### config.mk
export PLATFORM = sky130hd
export DESIGN_NAME = awb_corr_apply_flat
export DESIGN_NICKNAME = d
export VERILOG_FILES = /design/src/rtl/axi4_stream_if.sv /design/src/rtl/awb_corr_apply.sv /design/src/flat_wrapper.sv
export SDC_FILE = /design/constraint.sdc
export NUM_CORES = 1
export LEC_CHECK = 0
export BUFFER_PORTS_ARGS = -buffer_cell sky130_fd_sc_hd__clkbuf_2
export CAP_MARGIN = 20
export CORE_ASPECT_RATIO = 1.75
export CORE_MARGIN = 3
export CORE_UTILIZATION = 55
export CTS_CLUSTER_SIZE = 20
export DETAILED_ROUTE_END_ITERATION = 8
export PLACE_DENSITY = 0.82
export SYNTH_ARGS = -nofsm -noshare
export SYNTH_HDL_FRONTEND = slang
export SYNTH_SLANG_ARGS = --single-unit
### constraint.sdc
create_clock -name clk_i -period 10.4 [get_ports clk_i]
set_input_delay 2.08 -clock clk_i [delete_from_list [all_inputs] [get_ports clk_i]]
set_output_delay 2.08 -clock clk_i [all_outputs]
set_load 0.03 [all_outputs]
### src/rtl/axi4_stream_if.sv
// AXI4-Stream video bus carrying one RGB pixel per beat, with frame-start (tuser)
// and end-of-line (tlast) sideband.
interface axi4_stream_if #(
    parameter int unsigned DATA_WIDTH = 30
) ();
    logic [DATA_WIDTH-1:0] tdata;
    logic                  tvalid;
    logic                  tready;
    logic                  tuser;
    logic                  tlast;

    modport master (output tdata, output tvalid, output tuser, output tlast, input tready);
    modport slave  (input tdata, input tvalid, input tuser, input tlast, output tready);
endinterface

### src/rtl/awb_corr_apply.sv
// Applies gray-world white-balance gains to R and B of an RGB stream: 3-stage pipeline
// (capture, multiply, round/saturate) with frame-latched gains and one global stall.
module awb_corr_apply #(
    parameter int unsigned PX_WIDTH    = 10,
    parameter int unsigned FRACT_WIDTH = 10,
    parameter int unsigned COEF_WIDTH  = PX_WIDTH + FRACT_WIDTH
) (
    input  logic                  clk_i,
    input  logic                  rst_i,
    axi4_stream_if.slave          video_i,
    axi4_stream_if.master         video_o,
    input  logic [COEF_WIDTH-1:0] r_corr_i,
    input  logic [COEF_WIDTH-1:0] b_corr_i,
    input  logic                  bypass_i
);
    localparam int unsigned PROD_W = PX_WIDTH + COEF_WIDTH;
    localparam int unsigned SUM_W  = PROD_W + 1;

    localparam logic [COEF_WIDTH-1:0] FIXED_ONE = COEF_WIDTH'(1) << FRACT_WIDTH;
    localparam logic [SUM_W-1:0]      HALF      = SUM_W'(1) << (FRACT_WIDTH - 1);
    localparam logic [SUM_W-1:0]      PX_MAX    = {{(SUM_W - PX_WIDTH){1'b0}}, {PX_WIDTH{1'b1}}};

    logic en;
    logic new_frame;

    logic [COEF_WIDTH-1:0] r_act;
    logic [COEF_WIDTH-1:0] b_act;
    logic                  bypass_act;

    // A frame-start pixel uses the incoming gains directly, not the ones latched before it.
    logic [COEF_WIDTH-1:0] r_sel;
    logic [COEF_WIDTH-1:0] b_sel;
    logic                  bypass_sel;

    logic                  s1_valid, s1_user, s1_last, s1_byp;
    logic [PX_WIDTH-1:0]   s1_r, s1_g, s1_b;
    logic [COEF_WIDTH-1:0] s1_rc, s1_bc;

    logic                  s2_valid, s2_user, s2_last, s2_byp;
    logic [PX_WIDTH-1:0]   s2_r, s2_g, s2_b;
    logic [PROD_W-1:0]     s2_r_prod, s2_b_prod;

    logic                  s3_valid, s3_user, s3_last;
    logic [3*PX_WIDTH-1:0] s3_data;

    logic [PX_WIDTH-1:0]   r_out, b_out;

    function automatic logic [PX_WIDTH-1:0] round_sat(input logic [PROD_W-1:0] prod);
        logic [SUM_W-1:0] sum;
        logic [SUM_W-1:0] shifted;
        sum     = {1'b0, prod} + HALF;
        shifted = sum >> FRACT_WIDTH;
        if (shifted > PX_MAX) begin
            return {PX_WIDTH{1'b1}};
        end
        return shifted[PX_WIDTH-1:0];
    endfunction

    assign en             = !s3_valid || video_o.tready;
    assign video_i.tready = en;
    assign new_frame      = video_i.tvalid && en && video_i.tuser;

    assign video_o.tvalid = s3_valid;
    assign video_o.tuser  = s3_user;
    assign video_o.tlast  = s3_last;
    assign video_o.tdata  = s3_data;

    always_comb begin
        r_sel      = r_act;
        b_sel      = b_act;
        bypass_sel = bypass_act;
        if (new_frame) begin
            r_sel      = r_corr_i;
            b_sel      = b_corr_i;
            bypass_sel = bypass_i;
        end
    end

    always_comb begin
        r_out = s2_r;
        b_out = s2_b;
        if (!s2_byp) begin
            r_out = round_sat(s2_r_prod);
            b_out = round_sat(s2_b_prod);
        end
    end

    always_ff @(posedge clk_i) begin
        if (rst_i) begin
            r_act      <= FIXED_ONE;
            b_act      <= FIXED_ONE;
            bypass_act <= 1'b0;
            s1_valid   <= 1'b0;
            s2_valid   <= 1'b0;
            s3_valid   <= 1'b0;
            s3_user    <= 1'b0;
            s3_last    <= 1'b0;
            s3_data    <= '0;
        end else begin
            if (new_frame) begin
                r_act      <= r_corr_i;
                b_act      <= b_corr_i;
                bypass_act <= bypass_i;
            end
            if (en) begin
                s1_valid  <= video_i.tvalid;
                s1_user   <= video_i.tuser;
                s1_last   <= video_i.tlast;
                s1_r      <= video_i.tdata[3*PX_WIDTH-1 -: PX_WIDTH];
                s1_b      <= video_i.tdata[2*PX_WIDTH-1 -: PX_WIDTH];
                s1_g      <= video_i.tdata[PX_WIDTH-1:0];
                s1_rc     <= r_sel;
                s1_bc     <= b_sel;
                s1_byp    <= bypass_sel;

                s2_valid  <= s1_valid;
                s2_user   <= s1_user;
                s2_last   <= s1_last;
                s2_byp    <= s1_byp;
                s2_r      <= s1_r;
                s2_g      <= s1_g;
                s2_b      <= s1_b;
                s2_r_prod <= PROD_W'(s1_r) * PROD_W'(s1_rc);
                s2_b_prod <= PROD_W'(s1_b) * PROD_W'(s1_bc);

                s3_valid  <= s2_valid;
                s3_user   <= s2_user;
                s3_last   <= s2_last;
                s3_data   <= {r_out, b_out, s2_g};
            end
        end
    end
endmodule

### src/flat_wrapper.sv
// flat-port wrapper written by rule: the top's interface ports become plain ports
module awb_corr_apply_flat 
#(
    parameter int unsigned PX_WIDTH    = 10,
    parameter int unsigned FRACT_WIDTH = 10,
    parameter int unsigned COEF_WIDTH  = PX_WIDTH + FRACT_WIDTH
)
  (clk_i, rst_i, r_corr_i, b_corr_i, bypass_i, video_i_tdata, video_i_tvalid, video_i_tuser, video_i_tlast, video_i_tready, video_o_tdata, video_o_tvalid, video_o_tuser, video_o_tlast, video_o_tready);
  axi4_stream_if #(.DATA_WIDTH(30)) video_i_i ();
  axi4_stream_if #(.DATA_WIDTH(30)) video_o_i ();
  input  logic clk_i;
  input  logic rst_i;
  input  logic [COEF_WIDTH-1:0] r_corr_i;
  input  logic [COEF_WIDTH-1:0] b_corr_i;
  input  logic bypass_i;
  input wire logic [$bits(video_i_i.tdata)-1:0] video_i_tdata;
  input wire logic [$bits(video_i_i.tvalid)-1:0] video_i_tvalid;
  input wire logic [$bits(video_i_i.tuser)-1:0] video_i_tuser;
  input wire logic [$bits(video_i_i.tlast)-1:0] video_i_tlast;
  output wire logic [$bits(video_i_i.tready)-1:0] video_i_tready;
  output wire logic [$bits(video_o_i.tdata)-1:0] video_o_tdata;
  output wire logic [$bits(video_o_i.tvalid)-1:0] video_o_tvalid;
  output wire logic [$bits(video_o_i.tuser)-1:0] video_o_tuser;
  output wire logic [$bits(video_o_i.tlast)-1:0] video_o_tlast;
  input wire logic [$bits(video_o_i.tready)-1:0] video_o_tready;
  assign video_i_i.tdata = video_i_tdata;
  assign video_i_i.tvalid = video_i_tvalid;
  assign video_i_i.tuser = video_i_tuser;
  assign video_i_i.tlast = video_i_tlast;
  assign video_i_tready = video_i_i.tready;
  assign video_o_tdata = video_o_i.tdata;
  assign video_o_tvalid = video_o_i.tvalid;
  assign video_o_tuser = video_o_i.tuser;
  assign video_o_tlast = video_o_i.tlast;
  assign video_o_i.tready = video_o_tready;
  awb_corr_apply #(.PX_WIDTH(PX_WIDTH), .FRACT_WIDTH(FRACT_WIDTH), .COEF_WIDTH(COEF_WIDTH)) u_core (.clk_i(clk_i), .rst_i(rst_i), .video_i(video_i_i), .video_o(video_o_i), .r_corr_i(r_corr_i), .b_corr_i(b_corr_i), .bypass_i(bypass_i));
endmodule
==> out/results.txt, run 1 <==
Remaining DRCs: 0
Post-synth EDFFs: 148
leading cell types in the layout, fill and taps excluded: inv_1 (298), fa_1 (282), nand2_1 (268)
net count after synthesis: 2402
post-CTS sizing: 0
async set-reset flop share out of synthesis: 0
WP data arrival: 6.71 ns
final setup violation count: 0
CORE AREA: 0.03564 mm^2
Setup crit start kind: flip-flop
Routed Antenna Nets: 0
commonest non-fill, non-tap cell in the layout: inv_1
ys flop type: edfxtp_1
vias: 13754
FF+latch count, synth: 224
Final TNS setup: 0 ns
final hold violation count: 0
clock network power share: 0.156
cell breakdown of the critical path: nand2_1 -> fa_1 -> inv_1 -> fa_1 -> inv_1 -> fa_1 -> inv_1 -> fa_1 -> inv_1 -> fa_1 -> inv_1 -> ha_1 -> and4_1 -> o211ai_1 -> o21bai_1 -> o211ai_1 -> o21ai_2 -> o211ai_1 -> or3_1 -> a31oi_1 -> xnor2_1
Rows: 91
die area: 0.03888 mm^2
hold path cells: 0
cell area after synthesis: 0.02006 mm^2
unrepaired setup endpoints after global routing: no
post-CTS setup buffers: 0
Starting Density: 0.5628
nets@finish: 2448
Combinational Power Share: 0.589
share of the synthesized area in the top cell type: 0.2815
slowest CP cell: edfxtp_1
Slew Limit Fails: 0
initial antenna violation count: 1
CP Capture Type: flip-flop
largest net degree at the start of global routing: 54
Synth Area in XOR/XNOR: 0.02620
Int Pwr: 3.176 mW
Clock Latency Late Sink: 0.56 ns
Port-buffer cells: 110
post-synthesis cell type count: 72
Synth Area in Adders: 0.3613
CTS H-tree lvls: 1
DR vias/cell: 5.628
PD cells: 260.7 mW/mm^2
Flop pwr share: 0.255
clk_skew: 0.02176 ns
Die Y: 258.6 um
Wirelength per Cell: 18.64 um
fin crit period: 6.414 ns
# clock sinks: 224
Slew @ Worst Pin: 0.9181 ns
Largest stage delay, worst path: 0.85 ns
status: completed
Die W: 150.4 um
Leak: 10.08 nW
Synth Area in Simple Gates: 0.1601
part of the cycle the worst path needs: 0.6167
CTS clk-pin slew, worst paths: 0.07 ns
Clock Root Buffer: clkbuf_16
global-route wire length before repair: 74.88 mm
reg2reg path depth: 21
Routability Congestion: 0.9307
YS warnings: 0
layout cells sized above 1: 0.1198
ranking of synthesized cells by area: fa_1 (28%), edfxtp_1 (22%), ha_1 (8.0%)
NetSw: 2.481 mW
largest family of logic cells by synthesized area: adder cells
gr usage total: 0.2442
fmax: 0.1559 GHz
post-synthesis mux area share: 0.02402
clock buffer count from CTS: 23
Mean Syn Cell Area: 10.47 um^2
gr ovfl total: 0
area grow syn2layout: 8.160%
Tot Pwr: 5.656 mW
CP max FO: 21
Max transition margin: 0.3879
maximum VDD drop: 179.8 uV
cell taking the most area after synthesis: fa_1
Sw Share: 0.4386
Hold Path Class: reg2reg
Mapped Cells: 1915
max cap viols: 0
DR pass1 iterations: 5
CTS max path bufs: 3
vias in the first global route: 15628
I/O Pins: 111
WS Path Type: reg2reg
Hold Buf Count CTS: 0
fin cells: 2444
critical path required time: 10.69 ns
CTS tree: yes
placed insts: 2401
final core occ: 0.6087
sequential area share after synthesis: 0.2974
Synth Area in Compound Gates: 0.05602
Layout fillers: 2786
routed wire length: 45.55 mm
post-DP HPWL: 35.26 mm
DR iter-0 viols: 773
==> synth_stat cells, drive strengths merged, types with 10 or more instances <==
cell      n
a221oi   10
and2    201
ha      128
o21ai    30
buf      13
edfxtp  148
clkbuf   84
nor2b    42
a21o     12
nand3    17
a21oi    52
xnor2    38
fa      282
xor2     22
inv     300
dfxtp    76
nand2   268
nand4    13
nor2     47
mux2     41
==> power groups by stage <==
stage | Combinational [mW] | Clock [mW] | Sequential [mW]
global route | 3.76 | 0.929 | 1.46
CTS | 3.34 | 0.898 | 1.44
finish | 3.33 | 0.881 | 1.44
global placement | 3.18 | 0 | 1.45
floorplan | 2.56 | 0 | 1.38
detailed placement | 3.30 | 0 | 1.45
==> worst paths after layout <==
path	to	start	slack (ns)
setup reg to reg	u_core.s2_r_prod[29]	u_core.s1_r[3]	3.99
hold / removal	u_core.s2_g[7]	u_core.s1_g[7]	0.42
setup / recovery	u_core.s2_r_prod[29]	u_core.s1_r[3]	3.99
hold reg to reg	u_core.s2_g[7]	u_core.s1_g[7]	0.42
==> per-stage QoR <==
stage | setup WS, ns | hold WS, ns | cell area [um^2]
4_1_cts | 4.063 | 0.4205 | 21690
5_1_grt | 3.763 | 0.4276 | 21690
6_report | 3.986 | 0.4193 | 21690
3_5_place_dp | 4.097 | 0.4045 | 20900
3_3_place_gp | 4.273 | 0.4025 | 20900
2_1_floorplan | 1.087 | 0.4003 | 20060
==> critical path: cells and delay by family (launching register included) <==
kind,cells,cell delay (ns)
AOI/OAI and AO/OA,6,1.18
xor gates and xnor gates,1,0.09
adders and majority gates,6,2.96
buffers and inverters,5,0.29
DFF,1,0.85
and+or+nand+nor,3,0.77
==> final cells by class <==
class                   instances  area, um^2  area share
multi-input cells            1293       12610      0.5811
flip-flops and latches        224        5966      0.2750
inverters                     301        1130     0.05208
repair buffers                118       613.1     0.02826
clock buffers                  29       608.1     0.02803
well taps                     465       581.8     0.02682
clock inverters                13       186.4    0.008594
diodes                          1       2.502   0.0001154
==> logic make-up (layout without fill, tap and decap cells) <==
kind of cell,after synthesis,in the layout
and+or+nand+nor,627,627
adders and majority gates,410,410
buffers and inverters,398,461
DFF,224,224
AOI/OAI and AO/OA,153,153
xor gates and xnor gates,60,60
muxes,43,43
other,0,1
==> routing by layer <==
metal,vias to the layer above,GRT usage,share of wire
met1,6921,0.2370,0.31
met2,518,0.4815,0.58
met3,194,0.02677,0.049
met5,-,0,0
met4,0,0.1397,0.061
li1,6121,-,-
==> sequential cells by signal, summed over array words and instances, names as in the netlist, 10 cells and up <==
signal                cells
u_core.b_act             20
u_core.s2_r              10
u_core.r_act             20
u_core.s2_g              10
u_core.s1_g              10
u_core.s2_r_prod         21
u_core.video_o.tdata     30
u_core.s2_b_prod         21
u_core.s1_b              10
u_core.s1_rc             20
u_core.s1_bc             20
u_core.s2_b              10
u_core.s1_r              10
Power figures use the tool's default switching activity.
==> run 2, diff against run 1 <==
==> constraint.sdc (replaced) <==
create_clock -name clk_i -period 6.3 [get_ports clk_i]
set_input_delay 1.26 -clock clk_i [delete_from_list [all_inputs] [get_ports clk_i]]
set_output_delay 1.26 -clock clk_i [all_outputs]
set_load 0.03 [all_outputs]
==> out/results.txt, run 2 (same netlist as run 1, synthesis figures left out) <==
fin crit period: 6.059 ns (-0.3547 ns)
max reg flops: 30 (unchanged)
post-DP HPWL: 38.24 mm (+8.5%)
final setup violation count: 0 (unchanged)
Clock Root Buffer: clkbuf_16
Final TNS setup: 0 ns (unchanged)
largest net degree at the start of global routing: 85 (+57%)
Hold Path Class: reg2reg
Slew @ Worst Pin: 0.8483 ns (-0.06981 ns)
Routed Antenna Nets: 0 (unchanged)
Remaining DRCs: 0 (unchanged)
nets@finish: 2476 (+1.1%)
grt met3 use: 0.03674 (+0.009972)
part of the cycle the worst path needs: 0.9617 (+0.3450)
PD cells: 427.1 mW/mm^2 (+64%)
routed wire length: 49.60 mm (+8.9%)
maximum VDD drop: 339.7 uV (+89%)
CTS H-tree lvls: 1 (unchanged)
Max transition margin: 0.4345 (+0.04654)
die area: 0.03888 mm^2 (unchanged)
Routability Congestion: 0.9186 (-1.3%)
fmax: 0.1650 GHz (+5.9%)
multi-input logic area: 0.01261 mm^2 (unchanged)
WS Path Type: reg2reg
I/O Pins: 111 (unchanged)
Rows: 91 (unchanged)
register area: 0.005966 mm^2 (unchanged)
DR pass1 iterations: 5 (unchanged)
leading cell types in the layout, fill and taps excluded: inv_1 (298), fa_1 (282), nand2_1 (268)
layout cells sized above 1: 0.1321 (+0.01229)
CTS tree: yes
commonest non-fill, non-tap cell in the layout: inv_1
Post-DP Area: 0.02104 mm^2 (+0.68%)
Slew Limit Fails: 0 (unchanged)
Wirelength per Cell: 20.06 um (+7.7%)
CTS max path bufs: 3 (unchanged)
clock buffer count from CTS: 23 (unchanged)
Leak: 10.16 nW (+0.86%)
Tot Pwr: 9.325 mW (+65%)
final core occ: 0.6126 (+0.003897)
global route hottest layer: met2
Port-buffer cells: 110 (unchanged)
DR vias/cell: 5.692 (+1.1%)
gr usage total: 0.2660 (+0.02173)
critical path required time: 6.58 ns (-4.11 ns)
# clock sinks: 224 (unchanged)
unrepaired setup endpoints after global routing: no
final std cell area, no fill: 0.02183 mm^2 (+0.64%)
CORE AREA: 0.03564 mm^2 (unchanged)
GRT met2 Usage: 0.5109 (+0.02946)
CP max FO: 17 (-19%)
WP data arrival: 6.34 ns (-0.37 ns)
Setup crit start kind: flip-flop
CTS clk-pin slew, worst paths: 0.07 ns (about the same)
status: completed
DR iter-0 viols: 902 (+17%)
final hold violation count: 0 (unchanged)
met1 Usage GRT: 0.2484 (+0.01135)
gr ovfl total: 0 (unchanged)
vias: 14071 (+2.3%)
Layout fillers: 2816 (+1.1%)
CP Capture Type: flip-flop
Clock Latency Late Sink: 0.55 ns (about the same)
global-route wire length before repair: 80.20 mm (+7.1%)
Die W: 150.4 um (unchanged)
max cap viols: 0 (unchanged)
placed insts: 2419 (+0.75%)
vias in the first global route: 16181 (+3.5%)
Die Y: 258.6 um (unchanged)
fin cells: 2472 (+1.1%)
clk_skew: 0.01564 ns (-0.006119 ns)
area grow syn2layout: 8.852%
initial antenna violation count: 1 (unchanged)
Starting Density: 0.5628 (unchanged)
[run 2: cell types whose count changed in the layout (fill, tap and decap cells not counted), moves of 2 or more]
cell / before / now
buf_4: 9 / 35
bufinv_16: 3 / 0
clkbuf_1: 5 / 3
clkinv_1: 1 / 4
clkinv_2: 2 / 5
clkinvlp_4: 0 / 4
inv_4: 2 / 0
[run 2: path summary, 6_finish.rpt]
check	from	to	slack, ns	cells past startpoint
worst min-delay path	u_core.s1_user	u_core.s2_user	0.42	0
worst max register to register	u_core.s1_b[3]	u_core.s2_b_prod[29]	0.24	19
worst max-delay path	u_core.s1_b[3]	u_core.s2_b_prod[29]	0.24	19
worst min register to register	u_core.s1_user	u_core.s2_user	0.42	0
[run 2: where the power goes]
part,switching (mW),internal [mW],leakage [nW]
Clock,0.610,0.686,0.337
Sequential,0.275,2.09,2.09
Combinational,3.30,2.36,7.74
Total,4.19,5.14,10.2
[run 2: metrics by stage]
step	setup slack (ns)	hold slack, ns
after floorplan	0.3122	0.4003
after global placement	0.3187	0.4031
after detailed placement	0.1642	0.4056
after CTS	0.1358	0.4211
after global routing	0.001246	0.4319
final	0.2411	0.4197
[run 2: cell type report]
cell class	count	share of cell area
clock inverter	16	0.005502
antenna	1	0.0001146
clock buffer	26	0.02688
inverter	301	0.05175
timing repair buffer	146	0.03845
sequential	224	0.2733
tap	465	0.02665
multi-input combinational	1293	0.5774
[run 2: metal layers]
| layer | vias to the layer above | wire length (um) |
|---|---|---|
| li1 | 6183 | - |
| met1 | 7111 | 14970 |
| met2 | 521 | 28370 |
| met3 | 256 | 2138 |
| met4 | 0 | 4122 |
| met5 | - | 0 |
[run 2: repair_timing]
| action | CTS | global route |
|---|---|---|
| setup endpoints to repair | 0 | 4 |
| hold buffers | 0 | 0 |
| buffers inserted | 0 | 10 |
| resized for setup | 0 | 2 |
[run 2: critical path, stage by stage (launching register included)]
cell      delay, ns
edfxtp_1       0.86
nand2_1        0.16
fa_1           0.52
inv_1          0.06
fa_1           0.50
fa_1           0.51
fa_1           0.50
inv_1          0.05
fa_1           0.48
inv_1          0.04
ha_1           0.35
and3_1         0.20
nand4_1        0.12
or3_1          0.34
o221ai_2       0.22
o211ai_4       0.16
o31ai_4        0.31
a21o_2         0.20
a21oi_2        0.07
xnor2_1        0.13
==> run 3, diff against run 2 <==
--- a/config.mk
+++ b/config.mk
@@ -12,6 +12,7 @@
 export CORE_UTILIZATION = 55
 export CTS_CLUSTER_SIZE = 20
 export DETAILED_ROUTE_END_ITERATION = 8
+export GPL_TIMING_DRIVEN = 0
 export PLACE_DENSITY = 0.82
 export SYNTH_ARGS = -nofsm -noshare
 export SYNTH_HDL_FRONTEND = slang
==> constraint.sdc (replaced) <==
create_clock -name clk_i -period 7.7 [get_ports clk_i]
set_input_delay 1.54 -clock clk_i [delete_from_list [all_inputs] [get_ports clk_i]]
set_output_delay 1.54 -clock clk_i [all_outputs]
set_load 0.03 [all_outputs]
==> out/results.txt, run 3 (same netlist as run 1, synthesis figures left out) <==
layout cells sized above 1: 0.1158 (-0.01627)
Layout fillers: 2758 (-2.1%)
Hold Buf Count CTS: 0 (unchanged)
DR iter-0 viols: 773 (-14%)
placed insts: 2493 (+3.1%)
Routability Congestion: 0.9564 (+4.1%)
Hold Path Class: reg2reg
Slew Limit Fails: 0 (unchanged)
CTS H-tree lvls: 1 (unchanged)
final hold violation count: 0 (unchanged)
post-CTS sizing: 0 (unchanged)
post-CTS setup buffers: 0 (unchanged)
RR Endpoint: u_core.s2_r_prod[20]
Port-buffer cells: 109 (-0.91%)
WS Path Type: reg2reg
hold path startpoint: u_core.s1_g[4]
vias: 14440 (+2.6%)
leading cell types in the layout, fill and taps excluded: inv_1 (298), fa_1 (282), nand2_1 (268)
Post-DP Area: 0.02127 mm^2 (+1.1%)
reg2reg setup slack: 0.54 ns (+0.30 ns)
Rows: 91 (unchanged)
gr ovfl total: 0 (unchanged)
fmax: 0.1397 GHz (-15%)
clk_skew: 0.02507 ns (+0.009431 ns)
initial antenna violation count: 1 (unchanged)
critical path required time: 7.93 ns (+1.35 ns)
max reg flops: 30 (unchanged)
fin cells: 2539 (+2.7%)
reg2reg path depth: 23 (+4)
Max transition margin: 0.3224 (-0.1121)
DR vias/cell: 5.687 (about the same)
unrepaired setup endpoints after global routing: no
DR pass1 iterations: 4 (-1)
part of the cycle the worst path needs: 0.9296 (-0.03211)
clock buffer count from CTS: 24 (+4.3%)
status: completed
largest net degree at the start of global routing: 38 (-55%)
CTS tree: yes
Wirelength per Cell: 20.29 um (+1.1%)
CP Capture Type: flip-flop
Starting Density: 0.5628 (unchanged)
Worst Setup SP: u_core.s1_r[1]
fin crit period: 7.158 ns (+1.099 ns)
die area: 0.03888 mm^2 (unchanged)
CORE AREA: 0.03564 mm^2 (unchanged)
global-route wire length before repair: 82.91 mm (+3.4%)
maximum VDD drop: 286.6 uV (-16%)
Clock Latency Late Sink: 0.56 ns (about the same)
Die W: 150.4 um (unchanged)
Min Hold Slack: 0.4151 ns (-0.004648 ns)
I/O Pins: 111 (unchanged)
post-DP HPWL: 40.83 mm (+6.8%)
CTS clk-pin slew, worst paths: 0.07 ns (about the same)
# clock sinks: 224 (unchanged)
Remaining DRCs: 0 (unchanged)
commonest non-fill, non-tap cell in the layout: inv_1
Clock Root Buffer: clkbuf_16
CTS max path bufs: 3 (unchanged)
CP max FO: 10 (-7)
routed wire length: 51.52 mm (+3.9%)
max cap viols: 0 (unchanged)
final std cell area, no fill: 0.02205 mm^2 (+1.0%)
area grow syn2layout: 9.938%
WP data arrival: 7.39 ns (+1.05 ns)
R2R Path Start: u_core.s1_r[1]
Routed Antenna Nets: 0 (unchanged)
nets@finish: 2541 (+2.6%)
Worst Hold End: u_core.s2_g[4]
Die Y: 258.6 um (unchanged)
final setup violation count: 0 (unchanged)
Leak: 10.20 nW (+0.38%)
gr usage total: 0.2755 (+0.009487)
Setup crit start kind: flip-flop
hold path cells: 0 (unchanged)
Slew @ Worst Pin: 1.016 ns (+0.1681 ns)
vias in the first global route: 16487 (+1.9%)
PD cells: 356.9 mW/mm^2 (-16%)
run 3: cell count changes in the layout (fill, tap and decap cells not counted), sizes merged:
| cell | before | now |
|---|---|---|
| buf | 37 | 17 |
| bufinv | 0 | 1 |
| clkbuf | 135 | 220 |
| clkinv | 11 | 10 |
| clkinvlp | 4 | 0 |
| diode | 1 | 2 |
| inv | 302 | 307 |
run 3: where the power goes:
group	total (mW)	leakage (nW)	switching, mW	internal (mW)
Combinational	4.84	7.73	2.90	1.93
Clock	1.16	0.389	0.531	0.630
Sequential	1.87	2.09	0.164	1.71
run 3: how the worst max path moves through the flow:
stage	slack, ns	to
6_report	0.54	u_core.s2_r_prod[20]
5_1_grt	0.23	u_core.s2_r_prod[20]
4_1_cts	0.62	u_core.s2_r_prod[20]
3_5_place_dp	0.64	u_core.s2_r_prod[20]
3_3_place_gp	-0.33	u_core.s1_bc[13]
2_1_floorplan	1.43	u_core.s1_b[0]
run 3: routing by layer:
metal / share of wire / global-route usage / vias to the layer above
met1: 0.30 / 0.2528 / 7334
met5: 0 / 0 / -
met3: 0.048 / 0.04059 / 268
met4: 0.096 / 0.2260 / 0
li1: - / - / 6322
met2: 0.56 / 0.5173 / 516
run 3: critical path: stages (launching register included):
cell and delay, ns:
edfxtp_1 0.42, clkbuf_1 0.53, buf_1 0.69, nand2_1 0.16, fa_1 0.51, inv_1 0.05
fa_1 0.49, inv_1 0.05, fa_1 0.48, inv_1 0.06, fa_1 0.54, inv_1 0.06
fa_1 0.53, inv_1 0.04, ha_1 0.30, and4_1 0.19, o211ai_1 0.08, o21bai_1 0.16
o211ai_1 0.31, nor2_1 0.11, o41ai_2 0.46, a21oi_1 0.21, mux2i_1 0.19, o2111ai_1 0.21
run 3: per-stage QoR:
| stage | setup slack [ns] | utilization | power, mW | TNS, ns |
|---|---|---|---|---|
| 3_5_place_dp | 0.6374 | 0.5969 | 6.665 | 0 |
| 6_report | 0.5419 | 0.6187 | 7.869 | 0 |
| 5_1_grt | 0.2329 | 0.6187 | 8.522 | 0 |
| 4_1_cts | 0.6155 | 0.6186 | 7.870 | 0 |
| 2_1_floorplan | 1.432 | - | 5.326 | 0 |
| 3_3_place_gp | -0.3341 | 0.5945 | 6.459 | -45.51 |
run 3: layout make-up:
| class | count | area, um^2 | share of cell area |
|---|---|---|---|
| antenna | 2 | 5.005 | 0.0002270 |
| buffer | 97 | 371.6 | 0.01685 |
| clock buffer | 27 | 621.8 | 0.02820 |
| clock inverter | 17 | 151.4 | 0.006866 |
| inverter | 301 | 1130 | 0.05124 |
| multi-input combinational | 1293 | 12600 | 0.5713 |
| sequential | 224 | 5966 | 0.2706 |
| tap | 465 | 581.8 | 0.02639 |
| timing repair buffer | 113 | 625.6 | 0.02837 |
